--- src/rtl/bram_pkg.sv ---
// ---------------------------------------------------------------------------
// bram_pkg
// Shared definitions for the BRAM boot loader:
//   - default BRAM word/address widths and the default boot delay
//   - loader_state_t : FSM state encoding used by bram_loader
//   - is_busy()      : the states in which a load is in progress
// ---------------------------------------------------------------------------
package bram_pkg;

  localparam int BRAM_DATA_W     = 16;
  localparam int BRAM_ADDR_W     = 8;
  localparam int BRAM_BOOT_DELAY = 48;

  // ST_CHECK is only entered when readback verification is compiled in.
  typedef enum logic [2:0] {
    ST_IDLE  = 3'd0,
    ST_LOAD  = 3'd1,
    ST_CHECK = 3'd2,
    ST_HOLD  = 3'd3,
    ST_BOOT  = 3'd4
  } loader_state_t;

  function automatic logic is_busy(input loader_state_t s);
    return (s == ST_LOAD) || (s == ST_CHECK);
  endfunction

endpackage

--- src/rtl/delay_counter.sv ---
// ---------------------------------------------------------------------------
// delay_counter
// Up-counter that flags when TERMINAL cycles have been counted since the
// last load. The count saturates on the terminal value, so tc stays high
// for as long as enable remains asserted. TERMINAL = 0 disables tc.
//   clk    : clock, posedge
//   rst_n  : asynchronous active-low reset
//   load   : synchronous clear of the count (has priority over enable)
//   enable : count one cycle
//   tc     : terminal count reached (count == TERMINAL-1)
// ---------------------------------------------------------------------------
module delay_counter #(
  parameter int TERMINAL = 48
) (
  input  logic clk,
  input  logic rst_n,
  input  logic load,
  input  logic enable,
  output logic tc
);

  localparam int CW = (TERMINAL > 1) ? $clog2(TERMINAL) : 1;
  localparam bit HAS_TC = (TERMINAL > 0);
  localparam logic [CW-1:0] LAST = CW'((TERMINAL > 0) ? TERMINAL - 1 : 0);

  logic [CW-1:0] count;

  // Counting stops at the terminal value so the counter never wraps
  // while the owner sits waiting with enable held high.
  always_ff @(posedge clk or negedge rst_n) begin
    if (!rst_n) begin
      count <= '0;
    end else if (load) begin
      count <= '0;
    end else if (enable && !tc) begin
      count <= count + 1'b1;
    end
  end

  assign tc = HAS_TC && (count == LAST);

endmodule

--- src/rtl/bram_loader.sv ---
// ---------------------------------------------------------------------------
// bram_loader
// Streams words from a valid/ready source into a BRAM write port starting
// at base_addr, then after BOOT_DELAY idle cycles raises boot_req to fire
// the warmboot BOOT pin.
//
// Optional feature: define BRAM_LOADER_VERIFY_EN to read back every written
// word (LOAD -> CHECK per word); a mismatch sets a sticky error that blocks
// boot_req. Without the macro rd_en/rd_addr are tied low and error is 0.
//
// Ports:
//   clk, rst_n          : clock (posedge), asynchronous active-low reset
//   start               : begin a load (accepted in IDLE and HOLD)
//   base_addr, length   : first write address, number of words (0..2^ADDR_W)
//   in_valid/in_data/in_ready : input word stream
//   wr_en/wr_addr/data_in     : BRAM write port (data passes through)
//   rd_en/rd_addr/data_out    : BRAM read port, 1-cycle registered read
//   busy, done, error, boot_req : status
// ---------------------------------------------------------------------------
module bram_loader
  import bram_pkg::*;
#(
  parameter int DATA_W     = BRAM_DATA_W,
  parameter int ADDR_W     = BRAM_ADDR_W,
  parameter int BOOT_DELAY = BRAM_BOOT_DELAY
) (
  input  logic              clk,
  input  logic              rst_n,
  input  logic              start,
  input  logic [ADDR_W-1:0] base_addr,
  input  logic [ADDR_W:0]   length,
  input  logic              in_valid,
  input  logic [DATA_W-1:0] in_data,
  output logic              in_ready,
  output logic              wr_en,
  output logic [ADDR_W-1:0] wr_addr,
  output logic [DATA_W-1:0] data_in,
  output logic              rd_en,
  output logic [ADDR_W-1:0] rd_addr,
  input  logic [DATA_W-1:0] data_out,
  output logic              busy,
  output logic              done,
  output logic              error,
  output logic              boot_req
);

  loader_state_t state, state_next;

  logic [ADDR_W-1:0] addr_q;
  logic [ADDR_W:0]   remaining;
  logic              done_q;
  logic              start_accept;
  logic              write_fire;
  logic              zero_len;
  logic              boot_tc;
  logic              boot_block;

  assign start_accept = start && ((state == ST_IDLE) || (state == ST_HOLD));
  assign write_fire   = (state == ST_LOAD) && in_valid;
  assign zero_len     = (length == '0);

`ifdef BRAM_LOADER_VERIFY_EN
  logic [ADDR_W-1:0] check_addr;
  logic [DATA_W-1:0] expect_data;
  logic              pending;
  logic              error_q;

  // A compare still in flight must also hold off boot, otherwise a very
  // short BOOT_DELAY could boot before the last word's error lands.
  assign boot_block = error_q || pending;
  assign error      = error_q;
`else
  logic last_word;
  logic unused_data_out;

  assign last_word       = (remaining == {{ADDR_W{1'b0}}, 1'b1});
  assign boot_block      = 1'b0;
  assign error           = 1'b0;
  assign unused_data_out = ^data_out;
`endif

  // State register.
  always_ff @(posedge clk or negedge rst_n) begin
    if (!rst_n) begin
      state <= ST_IDLE;
    end else begin
      state <= state_next;
    end
  end

  // Next-state logic. A zero-length load skips LOAD entirely; a start in
  // HOLD abandons the pending boot and begins a fresh load.
  always_comb begin
    state_next = state;
    case (state)
      ST_IDLE: begin
        if (start) begin
          state_next = zero_len ? ST_HOLD : ST_LOAD;
        end
      end
      ST_LOAD: begin
        if (in_valid) begin
`ifdef BRAM_LOADER_VERIFY_EN
          state_next = ST_CHECK;
`else
          state_next = last_word ? ST_HOLD : ST_LOAD;
`endif
        end
      end
`ifdef BRAM_LOADER_VERIFY_EN
      ST_CHECK: begin
        state_next = (remaining == '0) ? ST_HOLD : ST_LOAD;
      end
`endif
      ST_HOLD: begin
        if (start) begin
          state_next = zero_len ? ST_HOLD : ST_LOAD;
        end else if (boot_tc && !boot_block) begin
          state_next = ST_BOOT;
        end
      end
      ST_BOOT: begin
        state_next = ST_BOOT;
      end
      default: begin
        state_next = ST_IDLE;
      end
    endcase
  end

  // Output logic. The write port is a zero-latency pass-through of the
  // input stream while in LOAD and is driven to zero everywhere else.
  always_comb begin
    in_ready = (state == ST_LOAD);
    wr_en    = write_fire;
    wr_addr  = (state == ST_LOAD) ? addr_q : '0;
    data_in  = (state == ST_LOAD) ? in_data : '0;
    busy     = is_busy(state);
    boot_req = (state == ST_BOOT);
    done     = done_q;
`ifdef BRAM_LOADER_VERIFY_EN
    rd_en    = (state == ST_CHECK);
    rd_addr  = (state == ST_CHECK) ? check_addr : '0;
`else
    rd_en    = 1'b0;
    rd_addr  = '0;
`endif
  end

  // Load address/count bookkeeping and the done flag. The address wraps
  // naturally at ADDR_W bits; the count is one bit wider so a full
  // 2^ADDR_W-word load can be expressed.
  always_ff @(posedge clk or negedge rst_n) begin
    if (!rst_n) begin
      addr_q    <= '0;
      remaining <= '0;
      done_q    <= 1'b0;
    end else if (start_accept) begin
      addr_q    <= base_addr;
      remaining <= length;
      done_q    <= zero_len;
    end else begin
      if (write_fire) begin
        addr_q    <= addr_q + 1'b1;
        remaining <= remaining - 1'b1;
      end
`ifdef BRAM_LOADER_VERIFY_EN
      if ((state == ST_CHECK) && (remaining == '0)) begin
        done_q <= 1'b1;
      end
`else
      if (write_fire && last_word) begin
        done_q <= 1'b1;
      end
`endif
    end
  end

`ifdef BRAM_LOADER_VERIFY_EN
  // Readback: the word and address are captured at write time, the read
  // is issued in CHECK, and data_out is compared on the following cycle
  // (which overlaps the next LOAD cycle or the first HOLD cycle).
  always_ff @(posedge clk or negedge rst_n) begin
    if (!rst_n) begin
      check_addr  <= '0;
      expect_data <= '0;
      pending     <= 1'b0;
      error_q     <= 1'b0;
    end else begin
      pending <= (state == ST_CHECK);
      if (write_fire) begin
        check_addr  <= addr_q;
        expect_data <= in_data;
      end
      if (start_accept) begin
        error_q <= 1'b0;
        pending <= 1'b0;
      end else if (pending && (data_out != expect_data)) begin
        error_q <= 1'b1;
      end
    end
  end
`endif

  // Boot delay: held cleared outside HOLD and on a restarting start, so
  // every HOLD visit counts from zero.
  delay_counter #(
    .TERMINAL (BOOT_DELAY)
  ) u_delay_counter (
    .clk    (clk),
    .rst_n  (rst_n),
    .load   ((state != ST_HOLD) || start),
    .enable (state == ST_HOLD),
    .tc     (boot_tc)
  );

endmodule
--- config.mk ---
export PLATFORM = sky130hd
export DESIGN_NAME = bram_loader
export DESIGN_NICKNAME = d
export VERILOG_FILES = /design/src/rtl/bram_pkg.sv /design/src/rtl/delay_counter.sv /design/src/rtl/bram_loader.sv
export SDC_FILE = /design/constraint.sdc
export NUM_CORES = 1
export LEC_CHECK = 0
export CORE_AREA = 5 5 73 75
export CTS_BUF_LIST = sky130_fd_sc_hd__clkbuf_4 sky130_fd_sc_hd__clkbuf_8 sky130_fd_sc_hd__clkbuf_16
export CTS_CLUSTER_SIZE = 28
export DETAILED_ROUTE_END_ITERATION = 16
export DIE_AREA = 0 0 78 80
export HOLD_SLACK_MARGIN = 0.06
export PLACE_DENSITY = 0.85
export SLEW_MARGIN = 40
export SYNTH_ARGS = -nofsm -noshare
export SYNTH_HDL_FRONTEND = slang
export SYNTH_SLANG_ARGS = --single-unit
--- constraint.sdc ---
create_clock -name clk -period 2.3 [get_ports clk]
set_input_delay 0.46 -clock clk [delete_from_list [all_inputs] [get_ports clk]]
set_output_delay 0.46 -clock clk [all_outputs]
set_load 0.005 [all_outputs]
==> results of run 1 <==
==> critical path, delay by kind of cell (launching register included) <==
| family | cells | cell delay (ps) |
|---|---|---|
| buffers and inverters | 2 | 680 |
| flip-flops | 1 | 470 |
| AND/OR/NAND/NOR | 2 | 360 |
==> report_power, final <==
group,total [uW],internal (uW),switching (uW)
sequential,750,606,144
combinational,711,419,291
clock,272,122,150
==> sequential cells by signal, indices dropped and copies added (netlist names) <==
signal	flops
state	3
remaining	9
u_delay_counter.count	6
addr_q	8
done	1
==> logic make-up (layout without fill, tap and decap cells) <==
logic type / count (synthesis) / in the layout / synth area share [%]
DFF: 27 / 27 / 38.52
buffers and inverters: 24 / 85 / 7.917
AOI/OAI and AO/OA: 37 / 37 / 14.98
other: 1 / 10 / 0.2138
muxes: 1 / 1 / 0.5706
adders and majority gates: 4 / 4 / 2.853
xor gates and xnor gates: 8 / 8 / 4.423
and+or+nand+nor: 94 / 94 / 30.53
==> per-layer routing <==
metal,part of all wire [%],up-vias,wire length [um],track usage (%)
met1,44,779,1956,17.93
met3,9.4,6,421,4.176
met4,1.1,0,51,3.209
met5,0,-,0,0
li1,-,815,-,-
met2,46,76,2061,24.21
==> synthesized netlist by cell type (2+ instances only) <==
cell type | count | area (sq um)
sky130_fd_sc_hd__a21oi_1 | 4 | 20.02
sky130_fd_sc_hd__a221o_1 | 10 | 100.1
sky130_fd_sc_hd__a31oi_1 | 2 | 12.51
sky130_fd_sc_hd__and2_1 | 25 | 156.4
sky130_fd_sc_hd__buf_2 | 3 | 15.01
sky130_fd_sc_hd__buf_4 | 12 | 90.09
sky130_fd_sc_hd__clkbuf_1 | 4 | 15.01
sky130_fd_sc_hd__dfrtp_1 | 27 | 675.7
sky130_fd_sc_hd__ha_1 | 4 | 50.05
sky130_fd_sc_hd__inv_1 | 4 | 15.01
sky130_fd_sc_hd__nand2_1 | 14 | 52.55
sky130_fd_sc_hd__nand2b_1 | 2 | 12.51
sky130_fd_sc_hd__nand3_1 | 9 | 45.04
sky130_fd_sc_hd__nand4_1 | 2 | 12.51
sky130_fd_sc_hd__nand4b_1 | 2 | 17.52
sky130_fd_sc_hd__nor2_1 | 16 | 60.06
sky130_fd_sc_hd__nor3_1 | 6 | 30.03
sky130_fd_sc_hd__nor3b_1 | 4 | 30.03
sky130_fd_sc_hd__nor4_1 | 3 | 18.77
sky130_fd_sc_hd__o21ai_0 | 13 | 65.06
sky130_fd_sc_hd__o221ai_1 | 2 | 17.52
sky130_fd_sc_hd__xnor2_1 | 4 | 35.03
sky130_fd_sc_hd__xor2_1 | 3 | 26.28
==> area by class of cell <==
type | count | area [sq um]
fill | 400 | 2032
sequential | 27 | 678.2
clock buffer | 3 | 41.29
inverter | 5 | 18.77
tap | 54 | 67.56
clock inverter | 1 | 5.005
timing repair buffer | 76 | 782.0
multi-input combinational | 154 | 973.4
==> stage by stage <==
| step | TNS [ps] | instances |
|---|---|---|
| 2_1_floorplan | 0 | 205 |
| 3_3_place_gp | 0 | 316 |
| 3_5_place_dp | 0 | 316 |
| 4_1_cts | 0 | 320 |
| 5_1_grt | -339.4 | 320 |
| 6_report | 0 | 320 |
==> worst min path at each step <==
stage	endpoint	cells after the start	start	slack, ps
final	remaining[8]$_DFFE_PN0P_	1	remaining[8]$_DFFE_PN0P_	520
after global routing	remaining[8]$_DFFE_PN0P_	1	remaining[8]$_DFFE_PN0P_	540
after CTS	remaining[8]$_DFFE_PN0P_	1	remaining[8]$_DFFE_PN0P_	510
after detailed placement	remaining[8]$_DFFE_PN0P_	1	remaining[8]$_DFFE_PN0P_	490
after global placement	remaining[8]$_DFFE_PN0P_	1	remaining[8]$_DFFE_PN0P_	490
after floorplan	addr_q[0]$_DFFE_PN0P_	0	rst_n	160
==> flow_summary.ini, run 1 <==
[timing]
rsz_0062_raised_after_global_routing = true
fin_ws_ps = 53.40
finalClockSkew_ps = 2.345
max_freq_ghz = 0.4451
hold-worst-slack_ps = 516.1
setup_viol_count_final = 0
final_max_slew_viol_count = 0
hold_violations = 0
finalCriticalPeriod_ps = 2247
final_worst_path_cycle_share_pct = 97.68

[route]
final_antenna_net_count = 0
dr_total_vias = 1676
via_per_inst = 5.238
initialDrtViolationCount = 99
drc = 0
avg_wl_per_cell_um = 14.03
wirelength_mm = 4.491
drt-pass1-iter-count = 4

[floorplanning]
initial_utilization_pct = 38.15
num_io_pins = 92
fp.dieH_um = 80
coreArea_sq_um = 4598
die-width_um = 78
die-area_sq_um = 6240
rows = 25

[global_route]
globalRoute.totalOverflow = 0
wire_length_of_the_first_global_routing_pass_mm = 7.334
number_of_antenna_violations_at_the_first_check_in_global_routing = 0
grt_max_degree = 28
gr-usage-all-layers_pct = 14.29
grt_pass1_vias = 1574

[final_layout]
fin_area_sq_um = 2566
layout_common_cells = 47 x sky130_fd_sc_hd__clkdlybuf4s50_1, 25 x sky130_fd_sc_hd__and2_1, 25 x sky130_fd_sc_hd__dfrtp_1, 18 x sky130_fd_sc_hd__dlymetal6s2s_1, 16 x sky130_fd_sc_hd__nor2_1
layout-drive-gt1-share_pct = 9.023
final_util_pct = 55.81
diodes = 0
synthesis_to_finish_area_growth_pct = 46.29
final_net_count = 324
layout_commonest_cell = sky130_fd_sc_hd__clkdlybuf4s50_1

[clock_network]
clock_slew_at_the_register_clock_pins_of_the_worst_setup_and_hold_paths_ps = 90
clock_tree.root_cell = sky130_fd_sc_hd__clkbuf_8
clk-insertion-delay-late_ps = 270
clock_tree_from_tritoncts = built
clock_tree.htree_level_count = 1
clock_sinks = 27
cts_buffers = 3
ctsResizeCount = 2
clockBufferDepth = 2
hold_buffers = 0
cts.repair_timing.setup_buffer_count = 0

[synth]
syn_area_per_cell_sq_um = 8.950
synthCells = 196
ys_seq_elements = 27
synth_cell_types = 44
proportion_of_synthesized_chip_area_in_sequential_cells_pct = 38.52
ys_warns = 0
async_reset_ff_share_pct = 100.0
yosys_most_used_dff = sky130_fd_sc_hd__dfrtp_1
post_syn_area_sq_um = 1754
synth_enable_flop_cells = 0

[pwr]
power.leakage_uw = 0.001239
pwr_dens_nw_per_um2 = 675.2
finalPower_uw = 1733
ir_drop_mv = 0.3737

[setup_path]
cpMaxStageDelayCell = sky130_fd_sc_hd__clkdlybuf4s50_1
critical_path.max_fanout = 25
worstPathCellList = nor3b_4 > buf_6 > and2_1 > clkdlybuf4s50_1
cp-startpoint = state[1]$_DFFE_PN0P_
cp-end-kind = output port
worst_r2r_path_depth = 6
worstSetupEndpoint = data_in[4]
rr_startpoint = state[2]$_DFFE_PN0P_
critPathKind = reg2out
worst-r2r-setup-slack_ps = 450
cp.required_ps = 1840
startpoint_type_of_the_worst_setup_path = flop
cp_data_arrival_time_ps = 1790
r2r_end = addr_q[2]$_DFFE_PN0P_
cpPeakStageDelay_ps = 490

[placement]
placed_area_sq_um = 2469
globalplace.congestion = 0.8092
count_of_input_and_output_buffers = 65
dpl_worst_slack_ps = 116.9
hpwlAfterDp_mm = 3.559

[run_status]
run_status = completed

[job]
timing.max_cap.violations = 0

[hold_path]
min_path_type = reg2reg
Note: power is estimated with default switching activity, not from simulation.
==> run 2: changes to the inputs <==
- ABC_CLOCK_PERIOD_IN_PS: default -> 2300
==> results of run 2 <==
The final DEF is identical to that of run 1; final timing and power are the same.
==> variant, RTL diff (settings of run 1) <==
Build with the macro `BRAM_LOADER_VERIFY_EN` defined.
--- a/src/rtl/bram_loader.sv
+++ b/src/rtl/bram_loader.sv
@@ -19,2 +19,4 @@
 // ---------------------------------------------------------------------------
+`define BRAM_LOADER_VERIFY_EN
+
 module bram_loader
Behaviour: not the same (a bounded check fails within 4 cycles, from zero or initial values and one cycle with rst_n low).
==> variant against run 1 <==
The flow now finishes with violations (negative setup slack). Sequential cell count is 26 higher. Total power grew to 3.0 times the old value. Wire length up 150%. Synthesized area increased by 69%. Maximum frequency fell by 4.1%. Final area up 65%. Setup slack worse by 0.097 ns. Critical path depth unchanged. Critical path type unchanged.
==> variant: results (changes against run 1) <==
h-tree-depth: 2  # was 1
outcome: "finished with violations"  # was finished clean
globalplace.congestion: 0.866  # was 0.809
drt_iter0_drc: 324  # was 99
violations: "negative setup slack"
via_per_inst: 6.40  # was 5.24
peakVddDrop_mv: 0.941  # was 0.374 mV
grt_max_degree: 42  # was 28
grt_util_all_layers_pct: 30.0  # was 14.3%
hold_path.class: "input port to async pin"  # was flop to flop
syn_inst: 336  # was 196
critPathMaxStageDelay_ns: 0.53  # was 0.49 ns
dr.pass1.iters: 5  # was 4
top_regs: "expect_data: 16 flops, remaining: 9 flops"  # was remaining: 9 flops, addr_q: 8 flops, u_delay_counter.count: 6 flops
grt_pass1_vias: 2980  # was 1574
finClkSkew_ns: 0.00675  # was 0.00235 ns
crit_fanout: 5  # was 25
place_area_um2: 3940  # was 2470 µm²
finalSetupViolations: 4  # was 0
filler_cell_count: 192  # was 400
leakagePower_uw: 0.00229  # was 0.00124 µW
post_synth_num_cell_types: 51  # was 44
dp.cells: 476  # was 316
cts_inserted_buffers: 5  # was 3
cp.arrival_ns: 1.88  # was 1.79 ns
portBuffers: 91  # was 65
seq_area_frac_synth_pct: 44.8  # was 38.5%
dp_slack_ns: 0.0452  # was 0.117 ns
drive_gt1_share_pct: 9.89  # was 9.02%
power_switching_uw: 2200  # was 586 µW
fin_setup_tns_ns: -0.0569  # was 0 ns
routed_wl_um: 11000  # was 4490 µm
top_register: "expect_data"  # was remaining
synthTopCellsByArea: "dfrtp_1, nand2_1, and2_1, xnor2_1, nor2_1"  # was dfrtp_1, and2_1, a221o_1, buf_4, o21ai_0
worst_slack_ns: -0.0432  # was 0.0534 ns
grt_pass1_wl_um: 14800  # was 7330 µm
==> variant: cell count changes after synthesis, sizes merged, moves of 6 or more <==
| cell | before | now |
|---|---|---|
| and2 | 25 | 32 |
| xnor2 | 4 | 21 |
| inv | 4 | 10 |
| dfrtp | 27 | 53 |
| a21oi | 4 | 12 |
| nand2 | 14 | 89 |
| a221o | 10 | 4 |
==> variant: final cells by class <==
class	count	area (µm²)	share of cell area, %
well taps	54	67.6	1.60
repair buffers	110	1140	27.0
clock buffers	5	68.8	1.63
multi-input cells	254	1510	35.8
inverters	10	42.5	1.01
clock inverters	3	65.1	1.54
flip-flops and latches	53	1330	31.4
==> variant: what timing repair did <==
| action | 4_1_cts | 5_1_grt |
|---|---|---|
| buffers inserted | 2 | 2 |
| setup endpoints to repair | 35 | 32 |
| pin swaps | 1 | 2 |
| resized for setup | 9 | 35 |
| gates cloned | 1 | 0 |
| hold endpoints to repair | 0 | 0 |
==> variant: kinds of logic (layout without fill, tap and decap cells) <==
group / after synthesis / count (layout) / synth area share [%]
AO/OA/AOI/OAI: 49 / 49 / 11.7
XOR/XNOR: 24 / 24 / 7.10
adder cells (fa/ha/maj): 3 / 3 / 1.27
buffers and inverters: 29 / 128 / 5.28
flip-flops: 53 / 53 / 44.8
multiplexers: 1 / 1 / 0.338
AND/OR/NAND/NOR: 177 / 177 / 29.5
==> variant: power by group through the flow <==
| stage | combinational [µW] | sequential (µW) | clock (µW) |
|---|---|---|---|
| after floorplan | 1530 | 1580 | 0 |
| after global placement | 2350 | 1670 | 0 |
| after detailed placement | 2460 | 1710 | 0 |
| after CTS | 2560 | 1700 | 739 |
| after global routing | 2920 | 1810 | 795 |
| final | 2720 | 1770 | 768 |
==> variant: layer usage <==
| layer | global-route usage (%) | part of all wire (%) | vias to the layer above |
|---|---|---|---|
| li1 | - | - | 1316 |
| met1 | 35.2 | 35 | 1506 |
| met2 | 56.5 | 50 | 240 |
| met3 | 4.40 | 8.1 | 66 |
| met4 | 7.94 | 6.3 | 0 |
| met5 | 0 | 0 | - |
==> variant: final timing paths <==
kind                                            from                         end  slack [ns]  cells after the start
min reg2reg                check_addr[3]$_DFFE_PN0P_   check_addr[3]$_DFFE_PN0P_        0.51                      2
max                             state[2]$_DFFE_PN0P_                  rd_addr[6]       -0.04                      4
max in group asynchronous                      rst_n       addr_q[1]$_DFFE_PN0P_        1.56                      2
min in group clk           check_addr[3]$_DFFE_PN0P_   check_addr[3]$_DFFE_PN0P_        0.51                      2
max reg2reg                     state[0]$_DFFE_PN0P_    remaining[4]$_DFFE_PN0P_        0.16                      6
min                                            rst_n  expect_data[0]$_DFFE_PN0P_        0.16                      1
